==> src/rtl/music_seq_ctrl.sv <==
// rtl/music_seq_ctrl.sv - multi-track background music sequencer with codec init handshake
//
// Drives the sample ROM address for one of NUM_TRACKS tracks packed in a shared ROM.
// The codec init handshake runs once per reset. Address steps are paced by the codec
// data_over strobe divided by DIV. The sequencer supports play/retrigger, stop,
// pause/resume, and loop or one-shot playback.
//
// Ports:
//   Clk          system clock
//   Reset        asynchronous active-low reset
//   play_req     start or retrigger track_sel (pulse)
//   track_sel    track index, sampled with play_req
//   loop_en      loop (1) or one-shot (0), sampled at end of track
//   stop_req     stop playback (pulse)
//   pause_req    toggle pause (pulse)
//   INIT_FINISH  codec init complete
//   data_over    codec consumed one sample (strobe)
//   INIT         codec init request
//   Addr         ROM address
//   cur_track    latched track index
//   playing      high in PLAY
//   paused       high in PAUSE
//   track_done   one-cycle pulse at each end of track
module music_seq_ctrl #(
  parameter int ADDR_W     = 19,
  parameter int NUM_TRACKS = 4,
  parameter int DIV        = 10,
  parameter logic [NUM_TRACKS*ADDR_W-1:0] TRACK_BASE =
    {19'd255345, 19'd170230, 19'd85115, 19'd0},
  parameter logic [NUM_TRACKS*ADDR_W-1:0] TRACK_LAST =
    {19'd340459, 19'd255344, 19'd170229, 19'd85114},
  localparam int TRK_W = (NUM_TRACKS > 1) ? $clog2(NUM_TRACKS) : 1
) (
  input  logic              Clk,
  input  logic              Reset,
  input  logic              play_req,
  input  logic [TRK_W-1:0]  track_sel,
  input  logic              loop_en,
  input  logic              stop_req,
  input  logic              pause_req,
  input  logic              INIT_FINISH,
  input  logic              data_over,
  output logic              INIT,
  output logic [ADDR_W-1:0] Addr,
  output logic [TRK_W-1:0]  cur_track,
  output logic              playing,
  output logic              paused,
  output logic              track_done
);

  localparam int DW = $clog2(DIV) + 1;
  localparam logic [DW-1:0] DIV_M1 = DW'(DIV - 1);

  typedef enum logic [2:0] {
    S_IDLE,
    S_INIT_REQ,
    S_WAIT_INIT,
    S_PLAY,
    S_PAUSE
  } state_t;

  state_t            r_state;
  logic [ADDR_W-1:0] r_addr;
  logic [TRK_W-1:0]  r_cur_track;
  logic [DW-1:0]     r_div_cnt;
  logic              r_codec_ready;
  logic              r_init;
  logic              r_playing;
  logic              r_paused;
  logic              r_track_done;

  logic              w_play_valid;
  logic [ADDR_W-1:0] w_sel_base;
  logic [ADDR_W-1:0] w_cur_base;
  logic [ADDR_W-1:0] w_cur_last;

  // Table lookup written as a compare loop so an out-of-range index never
  // produces an out-of-bounds part select; unmatched indices return 0.
  function automatic logic [ADDR_W-1:0] track_word(
    input logic [NUM_TRACKS*ADDR_W-1:0] tbl,
    input logic [TRK_W-1:0]             t
  );
    logic [ADDR_W-1:0] v;
    v = '0;
    for (int i = 0; i < NUM_TRACKS; i++) begin
      if (t == TRK_W'(i)) v = tbl[i*ADDR_W +: ADDR_W];
    end
    return v;
  endfunction

  // Track indices beyond the table are ignored in every state.
  assign w_play_valid = play_req &&
                        ({{(32-TRK_W){1'b0}}, track_sel} < 32'(NUM_TRACKS));
  assign w_sel_base   = track_word(TRACK_BASE, track_sel);
  assign w_cur_base   = track_word(TRACK_BASE, r_cur_track);
  assign w_cur_last   = track_word(TRACK_LAST, r_cur_track);

  always_ff @(posedge Clk or negedge Reset) begin
    if (!Reset) begin
      r_state       <= S_IDLE;
      r_addr        <= '0;
      r_cur_track   <= '0;
      r_div_cnt     <= '0;
      r_codec_ready <= 1'b0;
      r_init        <= 1'b0;
      r_playing     <= 1'b0;
      r_paused      <= 1'b0;
      r_track_done  <= 1'b0;
    end else begin
      r_track_done <= 1'b0;
      r_init       <= 1'b0;
      case (r_state)
        S_IDLE: begin
          if (w_play_valid) begin
            r_cur_track <= track_sel;
            r_addr      <= w_sel_base;
            r_div_cnt   <= '0;
            if (r_codec_ready) begin
              r_state   <= S_PLAY;
              r_playing <= 1'b1;
            end else begin
              r_state <= S_INIT_REQ;
              r_init  <= 1'b1;
            end
          end
        end

        S_INIT_REQ: begin
          r_state <= S_WAIT_INIT;
        end

        S_WAIT_INIT: begin
          if (stop_req) begin
            r_state   <= S_IDLE;
            r_addr    <= '0;
            r_div_cnt <= '0;
          end else begin
            if (w_play_valid) begin
              r_cur_track <= track_sel;
              r_addr      <= w_sel_base;
              r_div_cnt   <= '0;
            end
            if (INIT_FINISH) begin
              r_codec_ready <= 1'b1;
              r_state       <= S_PLAY;
              r_playing     <= 1'b1;
            end
          end
        end

        S_PLAY: begin
          if (stop_req) begin
            r_state   <= S_IDLE;
            r_addr    <= '0;
            r_div_cnt <= '0;
            r_playing <= 1'b0;
          end else if (w_play_valid) begin
            // Retrigger wins over a coincident sample strobe.
            r_cur_track <= track_sel;
            r_addr      <= w_sel_base;
            r_div_cnt   <= '0;
          end else if (pause_req) begin
            // A coincident data_over is dropped so the paused position is exact.
            r_state   <= S_PAUSE;
            r_playing <= 1'b0;
            r_paused  <= 1'b1;
          end else if (data_over) begin
            if (r_div_cnt < DIV_M1) begin
              r_div_cnt <= r_div_cnt + 1'b1;
            end else begin
              r_div_cnt <= '0;
              if (r_addr < w_cur_last) begin
                r_addr <= r_addr + 1'b1;
              end else begin
                r_track_done <= 1'b1;
                if (loop_en) begin
                  r_addr <= w_cur_base;
                end else begin
                  r_state   <= S_IDLE;
                  r_addr    <= '0;
                  r_playing <= 1'b0;
                end
              end
            end
          end
        end

        S_PAUSE: begin
          if (stop_req) begin
            r_state   <= S_IDLE;
            r_addr    <= '0;
            r_div_cnt <= '0;
            r_paused  <= 1'b0;
          end else if (w_play_valid) begin
            r_cur_track <= track_sel;
            r_addr      <= w_sel_base;
            r_div_cnt   <= '0;
            r_state     <= S_PLAY;
            r_playing   <= 1'b1;
            r_paused    <= 1'b0;
          end else if (pause_req) begin
            r_state   <= S_PLAY;
            r_playing <= 1'b1;
            r_paused  <= 1'b0;
          end
        end

        default: begin
          r_state   <= S_IDLE;
          r_addr    <= '0;
          r_div_cnt <= '0;
          r_playing <= 1'b0;
          r_paused  <= 1'b0;
        end
      endcase
    end
  end

  assign INIT       = r_init;
  assign Addr       = r_addr;
  assign cur_track  = r_cur_track;
  assign playing    = r_playing;
  assign paused     = r_paused;
  assign track_done = r_track_done;

endmodule
==> config.mk <==
export PLATFORM = sky130hd
export DESIGN_NAME = music_seq_ctrl
export DESIGN_NICKNAME = d
export VERILOG_FILES = /design/src/rtl/music_seq_ctrl.sv
export SDC_FILE = /design/constraint.sdc
export NUM_CORES = 1
export LEC_CHECK = 0
export ABC_AREA = 1
export BUFFER_PORTS_ARGS = -buffer_cell sky130_fd_sc_hd__buf_2
export CAP_MARGIN = 10
export CORE_MARGIN = 2
export CORE_UTILIZATION = 45
export CTS_BUF_LIST = sky130_fd_sc_hd__clkbuf_4
export DETAILED_ROUTE_END_ITERATION = 10
export HOLD_SLACK_MARGIN = 0.03
export PLACE_DENSITY_LB_ADDON = 0.25
export SLEW_MARGIN = 40
export SYNTH_ARGS = -nofsm -noshare
export SYNTH_HDL_FRONTEND = slang
export SYNTH_SLANG_ARGS = --single-unit
==> constraint.sdc <==
create_clock -name Clk -period 5.6 [get_ports Clk]
set_input_delay 0.56 -clock Clk [delete_from_list [all_inputs] [get_ports Clk]]
set_output_delay 0.56 -clock Clk [all_outputs]
set_load 0.05 [all_outputs]
======== Word level (Yosys, flattened, before mapping) ========
Cells that the tools add are included.
storage, ports and cells
  flip-flop bits (word level) ............. 34
  bits of input ports ..................... 10
  output and inout bits ................... 25
cells by class
  add/subtract/negate cells ............... 2
  magnitude comparators ................... 2
  eq/ne operators ......................... 30
  muxes and demuxes ....................... 77
  bitwise logic cells ..................... 3
  reductions and logical operators ........ 13
operator list
  cell                     count
  $mux W19                 14
  $pmux W19 S4             1
  $mux W17                 3
  $mux W3                  13
  $mux W18                 2
  $mux W5                  7
  $ne A4 B4 Y1 const B     8
  $mux W1                  29
  $pmux W5 S4              1
  $add A19 B1 Y19 const B  1
  $lt A19 B19 Y1           1
  $ne A2 B2 Y1 const B     9
  $pmux W3 S5              1
  $reduce_and A12 Y1       1
  $ne A3 B3 Y1 const B     3
  $eq A2 B2 Y1 const B     4
  $reduce_and A8 Y1        1
  $eq A3 B2 Y1 const B     2
  $mux W2                  3
  $reduce_and A3 Y1        2
  $reduce_or A3 Y1         2
  $add A5 B1 Y5 const B    1
  $lt A5 B4 Y1 const B     1
  $pmux W1 S5              1
  13 further kinds         16

======== Longest topological paths before layout ========
Gate-level depths: netlist of the first run.
  depth in word-level cells ............... 13
  depth in mapped cells ................... 20

======== Worst setup path before layout of the first run ========
No wires, ideal clock.
  path type ............................... reg-to-reg
  start point ............................. register r_cur_track[0] (netlist: cur_track[0])
  end point ............................... register r_addr[17] (netlist: Addr[17])
  setup time .............................. 118 ps
  arrival ................................. 2729 ps
  required time ........................... 5482 ps
  path slack .............................. 2753 ps
  cell stages (with the launch flop) ...... 20
  buffers on the path ..................... 1
  clock period less this slack ............ 2847 ps
  path through ............................ dfrtp_1 -> inv_1 -> ha_1 -> inv_1 -> ha_1 -> nand2_1 -> inv_1 -> nand2_1 -> nor2_1 -> nand2_1 -> nor2_4 -> nor2_4 -> buf_6 -> nand3_1 -> nand2_1 -> nand2_1 -> nand2_1 -> nand2_1 -> nand2_1 -> nand2_1
between the ends
  cells in the longest elaborated chain, start to end .. 13
  elaborated cells between the ends (all ways) .. 19
ends and longest elaborated chain
  element                 RTL line  source
  start, declared         64        logic [TRK_W-1:0] r_cur_track;
  start signal, assigned  115       r_cur_track <= track_sel;
  start signal, assigned  139       r_cur_track <= track_sel;
  start signal, assigned  159       r_cur_track <= track_sel;
  $logic_not A2 Y1        86        if (t == TRK_W'(i)) v = tbl[i*ADDR_W +: ADDR_W];
  $mux W17                86
  $mux W19 (3 in a row)   86
  $lt A19 B19 Y1          172       if (r_addr < w_cur_last) begin
  $mux W19 (*)            172
  $mux W19 (*)            168       if (r_div_cnt < DIV_M1) begin
  $mux W19 (*)            167       end else if (data_over) begin
  $mux W19 (*)            162       end else if (pause_req) begin
  $mux W19 (*)            157       end else if (w_play_valid) begin
  $mux W19 (*)            152       if (stop_req) begin
  $pmux W19 S4 (*)        112       case (r_state)
  end signal, assigned    116       r_addr <= w_sel_base;
  end signal, assigned    160       r_addr <= w_sel_base;
  end signal, assigned    173       r_addr <= r_addr + 1'b1;
  end, declared           63        logic [ADDR_W-1:0] r_addr;
Mark *: on every way between the ends. The rest lies on a longest branch, timed or not. The select of a mux whose other input is x is not followed.
A chain may end at the register's enable or synchronous reset.

======== Worst setup path after layout of the first run ========
  start point ............................. register r_cur_track[0] (netlist: cur_track[0])
  end point ............................... register r_addr[5] (netlist: Addr[5])
The elaborated chain is that of the path after synthesis.

==> results.ini, run 1 <==
[status]
outcome=completed

[layout]
antennaDiodeCount=0
fillCellCount=774
synthToLayoutAreaGrowth_pct=8.040
nets=600
post-route-util=0.5010
finalNonFillerCells=661
stdcell_area_um2=3615
final_layout_size_suffix_gt1_frac=0.1246

[pwr]
seq_power_share=0.247
combPwrFrac=0.679
p_int_uw=755.0
switching_share=0.5926
ir_drop_mv=0.2792
leakagePower_uw=0.002062
power_frac_clock=0.074
switching_power_uw=1098
power_density_nw_per_um2=512.7

[floorplan]
start_util=0.4638
die_h_um=90.23
dieWidth_um=90.23
dieArea_um2=8141
ios=35
num_rows=31
coreArea_um2=7214

[clocking]
cts_tree=yes
ctsLongestPathBuffers=2
clkLatencyLatePin_ns=0.34
hold_buffers=0
ctsResizeCount=0
path_clk_slew_ns=0.11
cts_setup_buffers=0
clockRootBuffer=clkbuf_4
cts.sinks=34
cts_max_level=2
cts_buffers=5

[critical_path]
r2r_cells=18
slowest_stage=dfrtp_1
crit_path_frequent_cell=nand2_1
timing.rr.start=cur_track[0]
r2r_setup_slack_ns=2.52
crit_path_end_kind=flop
cp-start-kind=flop
max_stage_delay_ns=0.56
path_class=flop to flop
crit_chain=inv_1 -> ha_1 -> nor2_1 -> o21ai_0 -> ha_1 -> nand4_1 -> nor2_1 -> nand2_1 -> nor2_4 -> nor2_4 -> nand2_4 -> nand2_1 -> nand2_1 -> nand2_1 -> nand2_1 -> nand2_1 -> nand2_1 -> nand2_1
reg2reg_to=Addr[5]
path_max_fanout=19
crit_required_ns=5.89
cp.arrival_ns=3.37

[place]
dp_hpwl_mm=6.776
io_buffers=34
gp_congestion=0.8607
place_ws_ns=2.561
postPlaceCellArea_um2=3558
dp_cells=653

[sta]
fin_ws_ns=2.519
final.setup.tns_ns=0
min_period_ns=3.081
worst_pin_slew_ns=0.6597
slew_headroom=0.5585
slew_viol_final=0
hold_violations=0
rsz0062_at_grt=false
setup_violations=0
min_period_over_period=0.5502
max_freq_ghz=0.3245
skew_ns=0.01589

[yosys]
async_flop_share=1.000
yosysTopAreaCell=dfrtp_1
yosysWarningCount=0
ys_ff_latch=34
post-synth-top-count-cell=nand2_1
ys_types=36
syn_inst=530
syn_area_um2=3346
syn_avg_cell_area_um2=6.313
synth_top_area_frac=0.2543
synth_enable_flop_cells=0
yosys-top-cells-count=nand2_1, inv_1, nor2_1, dfrtp_1, nand3_1
ys.flop_type=dfrtp_1
yosys-top-cells-area=dfrtp_1, nand2_1, ha_1
ys_seq_area_frac=0.2543
syn_nets=569

[detailed_routing]
avgRoutedWirePerCell_um=13.39
first_pass_iters=5
wirelength_mm=8.850
remaining_drc_errors=0
final_antenna_net_count=0
drt_iter0_drc=173
route.vias.total=3412
viasPerCell=5.162

[global_route]
grt_overflow=0
antenna_found_initial=0
grt_start_max_net_pins=35
grt_usage=0.2262
grt_pass1_wl_mm=15.15
grt_pass1_vias=3241

[hold_path]
hold_class=primary input to asynchronous set/reset pin

[flow_run]
cap_violations=0

-- flip-flops by register name, summed over array words and instances, names as in the netlist --
register       flops
r_div_cnt          5
playing            1
r_codec_ready      1
r_state            3
INIT               1
Addr              19
cur_track          2
paused             1
track_done         1
-- placed cells by master (no fill, tap or decap), types with 2 or more instances in the layout --
| master | n |
|---|---|
| buf_2 | 33 |
| nor3_1 | 3 |
| a21oi_1 | 15 |
| nand3_2 | 5 |
| ha_1 | 29 |
| nand2_4 | 2 |
| nand3b_1 | 2 |
| nand4_1 | 4 |
| and2_1 | 2 |
| o211ai_1 | 5 |
| clkinv_1 | 2 |
| nand3_1 | 32 |
| o21ai_0 | 23 |
| xor2_1 | 11 |
| nor2_2 | 5 |
| xnor2_1 | 3 |
| dfrtp_1 | 34 |
| nor2_4 | 2 |
| buf_4 | 2 |
| clkbuf_4 | 6 |
| nor2_1 | 45 |
| nand2_1 | 224 |
| inv_2 | 4 |
| o21ai_1 | 3 |
| nand2_2 | 6 |
| inv_1 | 50 |
-- power by group through the flow --
stage / combinational (uW) / clock (uW) / sequential, uW
after global placement: 1230 / 0 / 460
after global routing: 1420 / 153 / 471
after floorplan: 812 / 0 / 607
after detailed placement: 1250 / 0 / 461
final: 1260 / 137 / 459
after CTS: 1260 / 142 / 456
-- final cells by class --
cell class | count | area [um^2] | area share
Clock buffer | 6 | 45.04 | 0.01246
Multi-Input combinational cell | 430 | 2200 | 0.6085
Timing Repair Buffer | 35 | 180.2 | 0.04984
Tap cell | 99 | 123.9 | 0.03427
Sequential cell | 34 | 850.8 | 0.2354
Inverter | 55 | 206.4 | 0.05711
Clock inverter | 2 | 8.758 | 0.002423
-- worst max-delay path, delay by kind of cell, from the launching register on --
kind	cells	cell delay, ns
and+or+nand+nor	14	1.57
DFF	1	0.56
adders and majority gates	2	0.55
buffers and inverters	1	0.20
AOI/OAI and AO/OA	1	0.14
-- cells by family after synthesis --
logic type,Yosys count,share of synthesized area
buf+inv,66,0.08825
xor+xnor,14,0.03665
flops,34,0.2543
compound gates,52,0.08676
fa+ha+maj,29,0.1085
simple gates,335,0.4256
-- worst max-delay path by stage --
| stage | endpoint | slack (ns) | from | depth (start not counted) |
|---|---|---|---|---|
| floorplan | Addr[17] | 2.75 | cur_track[0] | 19 |
| global placement | Addr[2] | 2.70 | cur_track[0] | 19 |
| detailed placement | Addr[5] | 2.56 | cur_track[0] | 18 |
| CTS | Addr[5] | 2.53 | cur_track[0] | 18 |
| global route | Addr[2] | 2.21 | cur_track[0] | 18 |
| finish | Addr[5] | 2.52 | cur_track[0] | 18 |
-- metal layers --
metal	up-vias	GRT usage	routed length [um]
met5	-	0	0
met4	0	0.05897	108
met3	10	0.02598	417
met2	104	0.4123	4351
met1	1567	0.2829	3973
li1	1731	-	-
-- stage by stage --
step	hold slack, ns	power, uW
2_1_floorplan	0.2644	1419
3_3_place_gp	0.4616	1688
3_5_place_dp	0.4639	1712
4_1_cts	0.3127	1857
5_1_grt	0.1754	2046
6_report	0.1481	1853
Power figures use the tool's default switching activity.
==> run 2: changes to the inputs <==
clock period = 2.95 ns   (was 5.6 ns; I/O delays follow)
==> run 2 against run 1 <==
  * First-iteration DRC count grew 46%
  * Wire length grew 5.2%
  * Power grew 96%
  * Hold slack improved by 0.045 ns
  * Combinational power grew 100%
  * Highest routed layer unchanged
==> results.ini, run 2 (same netlist as run 1, synthesis figures left out) <==
[critical_path]
cp-start-kind=flop
crit_buf_inv=3  ; +2
max_stage_delay_ns=0.41  ; -0.15 ns
slowest_stage=dfrtp_1
crit_required_ns=3.18  ; -2.71 ns
path_depth=19  ; +1
r2r_cells=19  ; +1
crit_path_end_kind=flop
path_max_fanout=8  ; -11
critical-path-top-delay-family=simple AND/OR/NAND/NOR gates
crit_path_frequent_cell=nand2_1
crit_chain=inv_1 -> ha_1 -> inv_1 -> ha_1 -> nand2_1 -> inv_1 -> nand2_1 -> nor2_1 -> nand2_1 -> nor2_4 -> nor2_4 -> nand2_4 -> nand2_1 -> nand2_1 -> nand2_1 -> nand2_1 -> nand2_1 -> nand2_1 -> nand2_1
cp.arrival_ns=2.92  ; -0.45 ns
path_class=flop to flop

[pwr]
leakagePower_uw=0.002108  ; +2.2%
ir_drop_mv=0.3782  ; +35%
power_density_nw_per_um2=983.9  ; +92%

[flow_run]
cap_violations=0  ; unchanged

[hold_path]
hold_class=primary input to flop
hold_depth=3

[sta]
slew_headroom=0.6814  ; +0.1229
rsz0062_at_grt=false
worst_pin_slew_ns=0.4771  ; -0.1826 ns
slew_viol_final=0  ; unchanged
final.setup.tns_ns=0  ; unchanged
max_freq_ghz=0.3718  ; +15%
holdWs_ns=0.1930  ; +0.04488 ns
min_period_ns=2.689  ; -0.3920 ns
setup_violations=0  ; unchanged
hold_violations=0  ; unchanged
min_period_over_period=0.9116  ; +0.3614
skew_ns=0.01220  ; -0.003694 ns

[detailed_routing]
route.vias.total=3463  ; +1.5%
drt_iter0_drc=253  ; +46%
avgRoutedWirePerCell_um=13.85  ; +3.4%
final_antenna_net_count=0  ; unchanged
remaining_drc_errors=0  ; unchanged
first_pass_iters=4  ; -1
viasPerCell=5.153  ; -0.17%
wirelength_mm=9.306  ; +5.2%

[clocking]
clockRootBuffer=clkbuf_4
cts_tree=yes
path_clk_slew_ns=0.12  ; about the same
cts_max_level=2  ; unchanged
cts_buffers=5  ; unchanged
cts.sinks=34  ; unchanged
clkLatencyLatePin_ns=0.34  ; about the same
ctsLongestPathBuffers=2  ; unchanged

[global_route]
grt_pass1_wl_mm=15.82  ; +4.4%
grt_start_max_net_pins=35  ; unchanged
antenna_found_initial=0  ; unchanged
grt_pass1_vias=3298  ; +1.8%
grt_overflow=0  ; unchanged
grt_usage=0.2377  ; +0.01146

[layout]
nets=611  ; +1.8%
largest_reg_flops=19  ; unchanged
post-route-util=0.5130  ; +0.01197
mostFrequentLayoutCell=nand2_1
final_layout_size_suffix_gt1_frac=0.1414  ; +0.01681
synthToLayoutAreaGrowth_pct=10.62
fillCellCount=796  ; +2.8%
antennaDiodeCount=0  ; unchanged
final_cell_mix=nand2_1, inv_1, nor2_1, dfrtp_1, buf_2

[floorplan]
start_util=0.4638  ; unchanged
num_rows=31  ; unchanged
dieArea_um2=8141  ; unchanged
ios=35  ; unchanged
die_h_um=90.23  ; unchanged
dieWidth_um=90.23  ; unchanged
coreArea_um2=7214  ; unchanged

[place]
io_buffers=34  ; unchanged
dp_hpwl_mm=7.058  ; +4.2%
gp_congestion=0.9116  ; +5.9%

[status]
outcome=completed

run 2: per-stage QoR:
stage               setup WS, ns  area (um^2)  power, uW  std cells
floorplan                 0.1028         3346       2695        530
global placement          0.2238         3611       3281        660
detailed placement        0.1849         3611       3317        660
CTS                       0.1738         3665       3599        668
global route            0.004038         3701       4027        672
finish                    0.2607         3701       3641        672
run 2: layer usage:
metal | global-route usage | vias up | routed length [um]
met1 | 0.3105 | 1597 | 4227
met4 | 0.06538 | 0 | 122
li1 | - | 1753 | -
met3 | 0.02934 | 10 | 443
met5 | 0 | - | 0
met2 | 0.4142 | 103 | 4514
run 2: final cells by class:
| cell class | count | area, um^2 | share of cell area |
|---|---|---|---|
| clock buffers | 5 | 37.54 | 0.01014 |
| clock inverters | 3 | 16.27 | 0.004395 |
| inverters | 55 | 206.4 | 0.05578 |
| multi-input cells | 430 | 2200 | 0.5943 |
| flip-flops and latches | 34 | 852.1 | 0.2302 |
| well taps | 99 | 123.9 | 0.03347 |
| repair buffers | 46 | 265.3 | 0.07167 |
run 2: worst min-delay path, delay by kind of cell:
kind / cells / cell delay (ns)
buffers and inverters: 1 / 0.10
AND/OR/NAND/NOR: 2 / 0.11
run 2: path summary, 6_finish.rpt:
kind | from | to | slack [ns]
max | cur_track[0] | Addr[2] | 0.26
min | data_over | track_done | 0.19
max reg2reg | cur_track[0] | Addr[2] | 0.26
min reg2reg | playing | playing | 0.49
max in group asynchronous | Reset | cur_track[1] | 2.18
min in group asynchronous | Reset | Addr[4] | 0.44
run 2: what timing repair did:
item | CTS | global route
buffers inserted | 0 | 3
endpoints found under the setup margin | 0 | 19
resized for setup | 0 | 1
hold endpoints to repair | 0 | 34
hold buffers | 0 | 1
run 2: report_power, final:
part | switching [uW] | total (uW) | internal, uW
Combinational | 1730 | 2550 | 819
Sequential | 230 | 828 | 598
Clock | 179 | 267 | 88.7
Total | 2140 | 3640 | 1510
